[config.mk]
export PLATFORM = sky130hd
export DESIGN_NAME = sensor_debounce
export DESIGN_NICKNAME = d
export VERILOG_FILES = /design/src/rtl/sensor_pkg.sv /design/src/rtl/sensor_debounce_bit.sv /design/src/rtl/sensor_debounce.sv
export SDC_FILE = /design/constraint.sdc
export NUM_CORES = 1
export LEC_CHECK = 0
export ABC_CLOCK_PERIOD_IN_PS = 1300
export CAP_MARGIN = 20
export CORE_MARGIN = 2
export CORE_UTILIZATION = 23
export DETAILED_ROUTE_END_ITERATION = 12
export GPL_TIMING_DRIVEN = 0
export HOLD_SLACK_MARGIN = 0.12
export MAX_ROUTING_LAYER = met4
export SLEW_MARGIN = 15
export SYNTH_ARGS = -nofsm -noshare
export SYNTH_HDL_FRONTEND = slang
export SYNTH_HIERARCHICAL = 1
export SYNTH_SLANG_ARGS = --single-unit
[constraint.sdc]
create_clock -name clk -period 1.3 [get_ports clk]
set_clock_uncertainty 0.1 [all_clocks]
set_input_delay 0.195 -clock clk [delete_from_list [all_inputs] [get_ports clk]]
set_output_delay 0.195 -clock clk [all_outputs]
set_load 0.05 [all_outputs]
[src/rtl/sensor_pkg.sv]
// Shared constants and state type for the sensor debounce stage.
package sensor_pkg;

   localparam int NUM_SENSORS_DEF     = 4;
   localparam int CNT_W_DEF           = 4;
   localparam int DEBOUNCE_CYCLES_DEF = 10;

   typedef enum logic {
      STABLE  = 1'b0,
      PENDING = 1'b1
   } dbnc_state_t;

endpackage

[src/rtl/sensor_debounce_bit.sv]
// One sensor line: 2-flop synchronizer, persistence counter, STABLE/PENDING FSM
// and the registered debounced level.
module sensor_debounce_bit
   import sensor_pkg::*;
#(
   parameter int CNT_W           = CNT_W_DEF,
   parameter int DEBOUNCE_CYCLES = DEBOUNCE_CYCLES_DEF
) (
   input  logic clk,
   input  logic rst,
   input  logic sample_en,
   input  logic raw,
   output logic level,
   output logic flip,
   output logic idle
);

   localparam logic [CNT_W-1:0] LAST      = CNT_W'(DEBOUNCE_CYCLES - 1);
   localparam bit               IMMEDIATE = (DEBOUNCE_CYCLES == 1);

   logic             s1;
   logic             s2;
   dbnc_state_t      state;
   logic [CNT_W-1:0] cnt;

   // Strobe is true exactly in the cycle whose edge will toggle level.
   always_comb begin
      flip = 1'b0;
      if (sample_en && (s2 != level)) begin
         if (state == STABLE)
            flip = IMMEDIATE;
         else
            flip = (cnt == LAST);
      end
   end

   assign idle = (state == STABLE) && (s2 == level);

   // NOTE: all state uses non-blocking assignments so every flop samples
   // pre-edge values; blocking here would collapse the synchronizer stages.
   always_ff @(posedge clk) begin
      if (rst) begin
         s1    <= 1'b0;
         s2    <= 1'b0;
         state <= STABLE;
         cnt   <= '0;
         level <= 1'b0;
      end else begin
         s1 <= raw;
         s2 <= s1;
         if (sample_en) begin
            if (state == STABLE) begin
               if (s2 != level) begin
                  if (IMMEDIATE) begin
                     level <= ~level;
                  end else begin
                     state <= PENDING;
                     cnt   <= CNT_W'(1);
                  end
               end
            end else begin
               if (s2 == level) begin
                  state <= STABLE;
                  cnt   <= '0;
               end else if (cnt == LAST) begin
                  level <= ~level;
                  state <= STABLE;
                  cnt   <= '0;
               end else begin
                  cnt <= cnt + CNT_W'(1);
               end
            end
         end
      end
   end

endmodule

[src/rtl/sensor_debounce.sv]
// Per-bit synchronize-and-debounce of the raw sensor lines with change pulse and
// all-settled flag. Optional saturating edge counter under `SENSOR_EDGE_CNT_EN.
module sensor_debounce
   import sensor_pkg::*;
#(
   parameter int NUM_SENSORS     = NUM_SENSORS_DEF,
   parameter int CNT_W           = CNT_W_DEF,
   parameter int DEBOUNCE_CYCLES = DEBOUNCE_CYCLES_DEF
) (
   input  logic                   clk,
   input  logic                   rst,
   input  logic                   sample_en,
   input  logic [NUM_SENSORS-1:0] raw_sensors,
   output logic [NUM_SENSORS-1:0] sensors,
   output logic                   changed,
   output logic                   stable
`ifdef SENSOR_EDGE_CNT_EN
   ,
   input  logic                   clear_count,
   output logic [7:0]             edge_count
`endif
);

   if (DEBOUNCE_CYCLES < 1 || DEBOUNCE_CYCLES > (1 << CNT_W) - 1) begin : g_bad_param
      $error("sensor_debounce: DEBOUNCE_CYCLES out of range for CNT_W");
   end

   logic [NUM_SENSORS-1:0] flip;
   logic [NUM_SENSORS-1:0] idle;

   for (genvar i = 0; i < NUM_SENSORS; i++) begin : g_bit
      sensor_debounce_bit #(
         .CNT_W           (CNT_W),
         .DEBOUNCE_CYCLES (DEBOUNCE_CYCLES)
      ) u_bit (
         .clk       (clk),
         .rst       (rst),
         .sample_en (sample_en),
         .raw       (raw_sensors[i]),
         .level     (sensors[i]),
         .flip      (flip[i]),
         .idle      (idle[i])
      );
   end

   // Simultaneous flips on several bits merge into one pulse.
   always_ff @(posedge clk) begin
      if (rst)
         changed <= 1'b0;
      else
         changed <= |flip;
   end

   assign stable = &idle;

`ifdef SENSOR_EDGE_CNT_EN
   always_ff @(posedge clk) begin
      if (rst || clear_count)
         edge_count <= 8'd0;
      else if (changed && (edge_count != 8'hFF))
         edge_count <= edge_count + 8'd1;
   end
`endif

endmodule
==> flow_summary.toml, run 1 <==
[sta]
maxSlewHeadroom_pct = 56.5
rsz0062_at_grt = "yes"
hold_viol_final = 0
fin_crit_ps = 1640
final.period_utilization_pct = 126
drv_slew = 0
setup_viol = 5
fin_ws_ps = -336
max_freq_ghz = 0.611
tightest_slew_ps = 652

[setup_path]
crit_chain = "xor2_4, nor2_1, and4_4, buf_8"
rrSetupSlack_ps = -110
rr_startpoint = "g_bit[1].u_bit/cnt[1]"
rr_worst_depth = 7
required_ps = 1000
setup.worst_path.class = "flip-flop to output pin"
critPathMaxStageDelay_ps = 370
crit_fanout = 2
cpLargestDelayFamily = "flip-flops"
reg2reg_to = "changed"
arrival_ps = 1340
worst_path_max_delay_cell = "dfxtp_4"
cp-start-kind = "flip-flop"
path_buf_inv = 1
critPathCaptureType = "output pin"

[synthesis]
yosysUniqueCellTypes = 27
synthArstFlopShare_pct = 0
yosysTopAreaCellShare_pct = 38.3
ys_ff_latch = 33
yosysMostFrequentCell = "dfxtp_1"
ys_top_cells_by_area = "dfxtp_1 (38%), ha_1 (5.8%), nand4_1 (4.4%)"
synth-simple-area-share_pct = 29.5
ys_warn_count = 6
syn_area_per_cell_um2 = 9.38
synthesis.nets = 199
ys.flop_type = "dfxtp_1"
synth_xor_area_share_pct = 3.77
synth_largest_area_cell = "dfxtp_1"
muxShareOfSynthArea_pct = 0
yosys-top-cells-count = "dfxtp_1 (33), inv_1 (12), nand2_1 (12), nand4_1 (12), nor2b_1 (12)"
synth_top_family_by_area = "simple AND/OR/NAND/NOR gates"
ys_seq_area_share_pct = 38.3
synth-edff-count = 0
syn_area_um2 = 1730
synth_fa_ha_area_share_pct = 5.80
synth_cells = 184
synth_compound_area_share_pct = 18.9

[final_layout]
final_layout_size_suffix_gt1_share_pct = 44.9
utilization_pct = 35.3
design_area_um2 = 2560
area_delta_synth_final_pct = 48.2
num_antenna_cells = 0
final_nets = 241

[min_path]
hp-class = "primary input to flip-flop"
hold_start = "sample_en"
hold_depth = 2
holdPathEnd = "g_bit[3].u_bit/cnt[0]"

[die]
die_h_um = 90.6
core_region_area_um2 = 7250
die-area_um2 = 8210
start_util_pct = 23.8
num_rows = 31
die-width_um = 90.6
pin_count = 13

[place]
io_buffers = 11
hpwl_um = 2340
gp_congestion = 0.784
place_area_um2 = 2020

[global_routing]
gr-total-overflow = 0
antenna_found_initial = 0
global_route.peak_usage_layer = "met2"
met3_usage_pct = 3.42
grtUsageTotal_pct = 10.4
grtUsageMet1_pct = 14.0
grt_max_degree = 34
grt_pass1_vias = 1498
use_met2_pct = 14.3
grt_pass1_wl_um = 6910

[run_status]
status = "finished, violations left"
violations = "setup timing"

[route]
num_vias = 1589
ant_nets = 0
vias_per_cell = 4.87
drt_iter0_markers = 68
drtPass1Iterations = 4
wl_um = 4150
route.detailed.drc = 0
routedWlPerCell_um = 12.7

[power_and_ir_drop]
power.total_w = 0.00229
p_per_area_nw_per_um2 = 897
irDropWorstVdd_uv = 492
total_leakage_power_nw = 0.910

[job]
max-cap-violations = 0

[clock_tree]
cts_tree = "done"
cts.path.max_buffers = 2
cts-root-buf = "clkbuf_8"
cts-htree-levels = 2
path_clk_slew_ps = 70
cts.sinks = 33
cts-buffers-inserted = 5
clkLatencyLatePin_ps = 290
report_power, final:
group | switching (W) | leakage (nW) | total [W] | internal (W)
clock network | 0.000389 | 0.0585 | 0.00101 | 0.000625
logic | 0.000117 | 0.571 | 0.000241 | 0.000124
registers | 0.0000231 | 0.280 | 0.00104 | 0.00101
layout make-up:
type                    count  area (µm²)
clock inverters             1        30.0
repair buffers             35         304
multi-input cells         135        1240
fillers                   740        4700
plain buffers               4        20.0
inverters                  12        45.0
flip-flops and latches     33         711
well taps                  99         124
clock buffers               7        86.3
per-stage QoR:
| stage | setup WS [ps] | setup TNS (ps) | hold slack [ps] | std cells |
|---|---|---|---|---|
| floorplan | -11.3 | -11.3 | 154 | 184 |
| global placement | -1020 | -22970 | 318 | 294 |
| detailed placement | -1030 | -23450 | 327 | 294 |
| CTS | -346 | -627 | 126 | 315 |
| global route | -385 | -1050 | 165 | 326 |
| finish | -336 | -532 | 153 | 326 |
timing repair:
action,CTS,global route
endpoints found under the hold margin,2,0
resized for setup,63,38
hold buffers,2,0
setup buffers,11,11
pin swaps,10,17
setup endpoints to repair,39,19
worst reg2reg max path: cells and delay by family, from the launching register on:
kind          cells  cell delay (ps)
fa+ha+maj         1              170
buf+inv           2              200
flops             1              350
simple gates      4              480
state kept, by name, indices dropped and copies added (netlist names):
name	cells
changed	1
g_bit.u_bit/level	4
g_bit.u_bit/s2	4
g_bit.u_bit/s1	4
g_bit.u_bit/cnt	16
g_bit.u_bit/state	4
metal layers:
layer  routed length, µm  vias up
li1                    -      773
met2                1860       44
met3                 230        7
met1                2000      765
met5                   0        -
met4                  49        0
how the worst max path moves through the flow:
stage                          from                    end  slack [ps]  depth (start not counted)
2_1_floorplan  g_bit[2].u_bit/level                 stable         -10                          3
5_1_grt        g_bit[0].u_bit/level                 stable        -380                          4
6_report       g_bit[0].u_bit/level                 stable        -340                          4
3_5_place_dp                    rst  g_bit[3].u_bit/cnt[3]       -1030                          4
4_1_cts        g_bit[1].u_bit/level                 stable        -350                          4
3_3_place_gp                    rst  g_bit[2].u_bit/cnt[3]       -1020                          4
placed cells by master (no fill, tap or decap), types with 3 or more instances in the layout:
| cell | n |
|---|---|
| dfxtp_4 | 10 |
| buf_6 | 6 |
| o32ai_2 | 4 |
| nand2b_1 | 4 |
| o21ai_0 | 4 |
| nand2_1 | 9 |
| a21oi_1 | 6 |
| nand4_1 | 12 |
| ha_4 | 4 |
| nand2_2 | 3 |
| nand4b_1 | 8 |
| and3_1 | 4 |
| nor2b_1 | 12 |
| dfxtp_2 | 10 |
| a211o_1 | 4 |
| and3b_1 | 8 |
| buf_4 | 18 |
| o22a_4 | 4 |
| dfxtp_1 | 13 |
| inv_2 | 4 |
| ha_1 | 4 |
| clkbuf_8 | 6 |
| clkdlybuf4s50_1 | 4 |
| xor2_4 | 4 |
| clkbuf_2 | 5 |
| o211ai_1 | 4 |
| nand3b_1 | 4 |
| inv_1 | 8 |
| or2_2 | 3 |
| nor2_1 | 6 |
kinds of logic after synthesis:
| group | after synthesis |
|---|---|
| XOR/XNOR | 4 |
| AO/OA/AOI/OAI | 40 |
| buffers and inverters | 16 |
| AND/OR/NAND/NOR | 83 |
| adder cells (fa/ha/maj) | 8 |
| flip-flops | 33 |
Power figures use the tool's default switching activity.
==> run 2, diff against run 1 <==
Settings changed: CORE_ASPECT_RATIO from default to 0.9.
==> run 2 against run 1 <==
Effect of this change: flip-flop and latch count stayed put; combinational power is 10% lower; register-to-register slack better by 80 ps; largest cell class unchanged; design area is 7.4% lower; wire length is 3.9% lower; sequential power hardly changed; worst hold slack worse by 10 ps; the flow still finishes with violations (setup timing); clock-buffer cell count stayed put; highest routed layer unchanged; worst setup slack better by 21 ps; global-route usage is 0.17 points lower; first-iteration DRC count is 29% lower; power is 7.6% lower.
==> flow_summary.toml, run 2 (synthesized netlist as in run 1, its figures left out) <==
[run_status]
status = "finished, violations left"
violations = "setup timing"

[place]
gp_congestion = 0.802
hpwl_um = 2430
io_buffers = 11
dp_cells = 288

[sta]
drv_slew = 0
max_freq_ghz = 0.619
final.period_utilization_pct = 124
fin_ws_ps = -315
rsz0062_at_grt = "yes"
tightest_slew_ps = 586
setup_viol = 4
maxSlewHeadroom_pct = 60.9
fin_crit_ps = 1620
holdWs_ps = 143
hold_viol_final = 0

[die]
pin_count = 13
die-width_um = 95.3
start_util_pct = 24.1
die_h_um = 86.2
num_rows = 29
die-area_um2 = 8210
core_region_area_um2 = 7150

[global_routing]
gr-total-overflow = 0
grt_max_degree = 34
grtUsageTotal_pct = 10.2
antenna_found_initial = 0
grt_pass1_wl_um = 6440
grt_pass1_vias = 1367

[final_layout]
final_nets = 233
largest_reg_flops = 16
num_antenna_cells = 0
final_cells = 312
final_cell_mix = "dfxtp_1 (16), nand2_1 (12), nand4_1 (12), nor2b_1 (12), buf_4 (11)"
final_layout_size_suffix_gt1_share_pct = 36.1
utilization_pct = 33.1
layout_commonest_cell = "dfxtp_1"
top_register = "g_bit.u_bit/cnt"
area_delta_synth_final_pct = 37.3

[route]
vias_per_cell = 4.84
drt_iter0_markers = 48
route.detailed.drc = 0
num_vias = 1509
drtPass1Iterations = 4
ant_nets = 0
routedWlPerCell_um = 12.8
wl_um = 3980

[power_and_ir_drop]
total_leakage_power_nw = 0.847
p_per_area_nw_per_um2 = 894
irDropWorstVdd_uv = 385

[setup_path]
crit_fanout = 3
required_ps = 1000
setup.worst_path.class = "flip-flop to output pin"
critPathMaxStageDelay_ps = 370
cpLargestDelayFamily = "flip-flops"
cp-start-kind = "flip-flop"
crit_chain = "xor2_4, nor2_1, and4_4, buf_8"
path_buf_inv = 1
critPathCaptureType = "output pin"
arrival_ps = 1320
worst_path_max_delay_cell = "dfxtp_4"

[clock_tree]
cts-buffers-inserted = 5
clkLatencyLatePin_ps = 280
cts-root-buf = "clkbuf_8"
cts.path.max_buffers = 2
cts.sinks = 33
cts-htree-levels = 2
cts_tree = "done"
path_clk_slew_ps = 70

[min_path]
hp-class = "primary input to flip-flop"

[job]
max-cap-violations = 0
[run 2: cell types whose count changed in the layout (fill, tap and decap cells not counted), sizes merged]
| cell | previous run | this run |
|---|---|---|
| buf | 27 | 19 |
| bufinv | 1 | 0 |
| clkinv | 0 | 1 |
[run 2: final cells by class]
class | instances | area [µm²]
clock inverter | 1 | 5.00
sequential | 33 | 704
buffer | 4 | 20.0
fill | 720 | 4780
clock buffer | 7 | 96.3
tap | 93 | 116
timing repair buffer | 27 | 234
multi-input combinational | 135 | 1150
inverter | 12 | 45.0
[run 2: timing repair]
item	in CTS	in global routing
hold buffers	2	0
pin swaps	9	12
setup endpoints to repair	39	23
endpoints found under the hold margin	2	0
cloned	0	0
resized for setup	54	23
buffers inserted	11	3
[run 2: routing by layer]
metal,vias up,global-route usage (%),share of wire [%],wire length [µm]
li1,760,-,-,-
met1,708,13.7,49,1960
met2,39,14.7,46,1820
met3,2,2.37,4.5,180
met4,0,4.22,0.70,28
met5,-,-,0,0
[run 2: through the flow]
| step | area, µm² | worst slack (ps) | TNS [ps] | total power (W) |
|---|---|---|---|---|
| after global placement | 2010 | -1010 | -23180 | 0.00123 |
| after floorplan | 1790 | -11.3 | -11.3 | 0.00117 |
| after detailed placement | 2010 | -1020 | -23150 | 0.00123 |
| after global routing | 2370 | -370 | -768 | 0.00221 |
| after CTS | 2280 | -352 | -693 | 0.00214 |
| final | 2370 | -315 | -381 | 0.00212 |
[run 2: power by group]
part	switching [W]	internal, W	leakage, nW
registers	0.0000235	0.00102	0.279
logic	0.000105	0.000112	0.514
clock network	0.000383	0.000479	0.0542
[run 2: worst paths after layout]
path	depth (start not counted)	endpoint	slack [ps]	from
min	2	g_bit[0].u_bit/cnt[0]	140	sample_en
max	4	stable	-320	g_bit[1].u_bit/level
min reg2reg	1	g_bit[0].u_bit/s2	340	g_bit[0].u_bit/s1
max reg2reg	6	changed	-30	g_bit[2].u_bit/cnt[1]
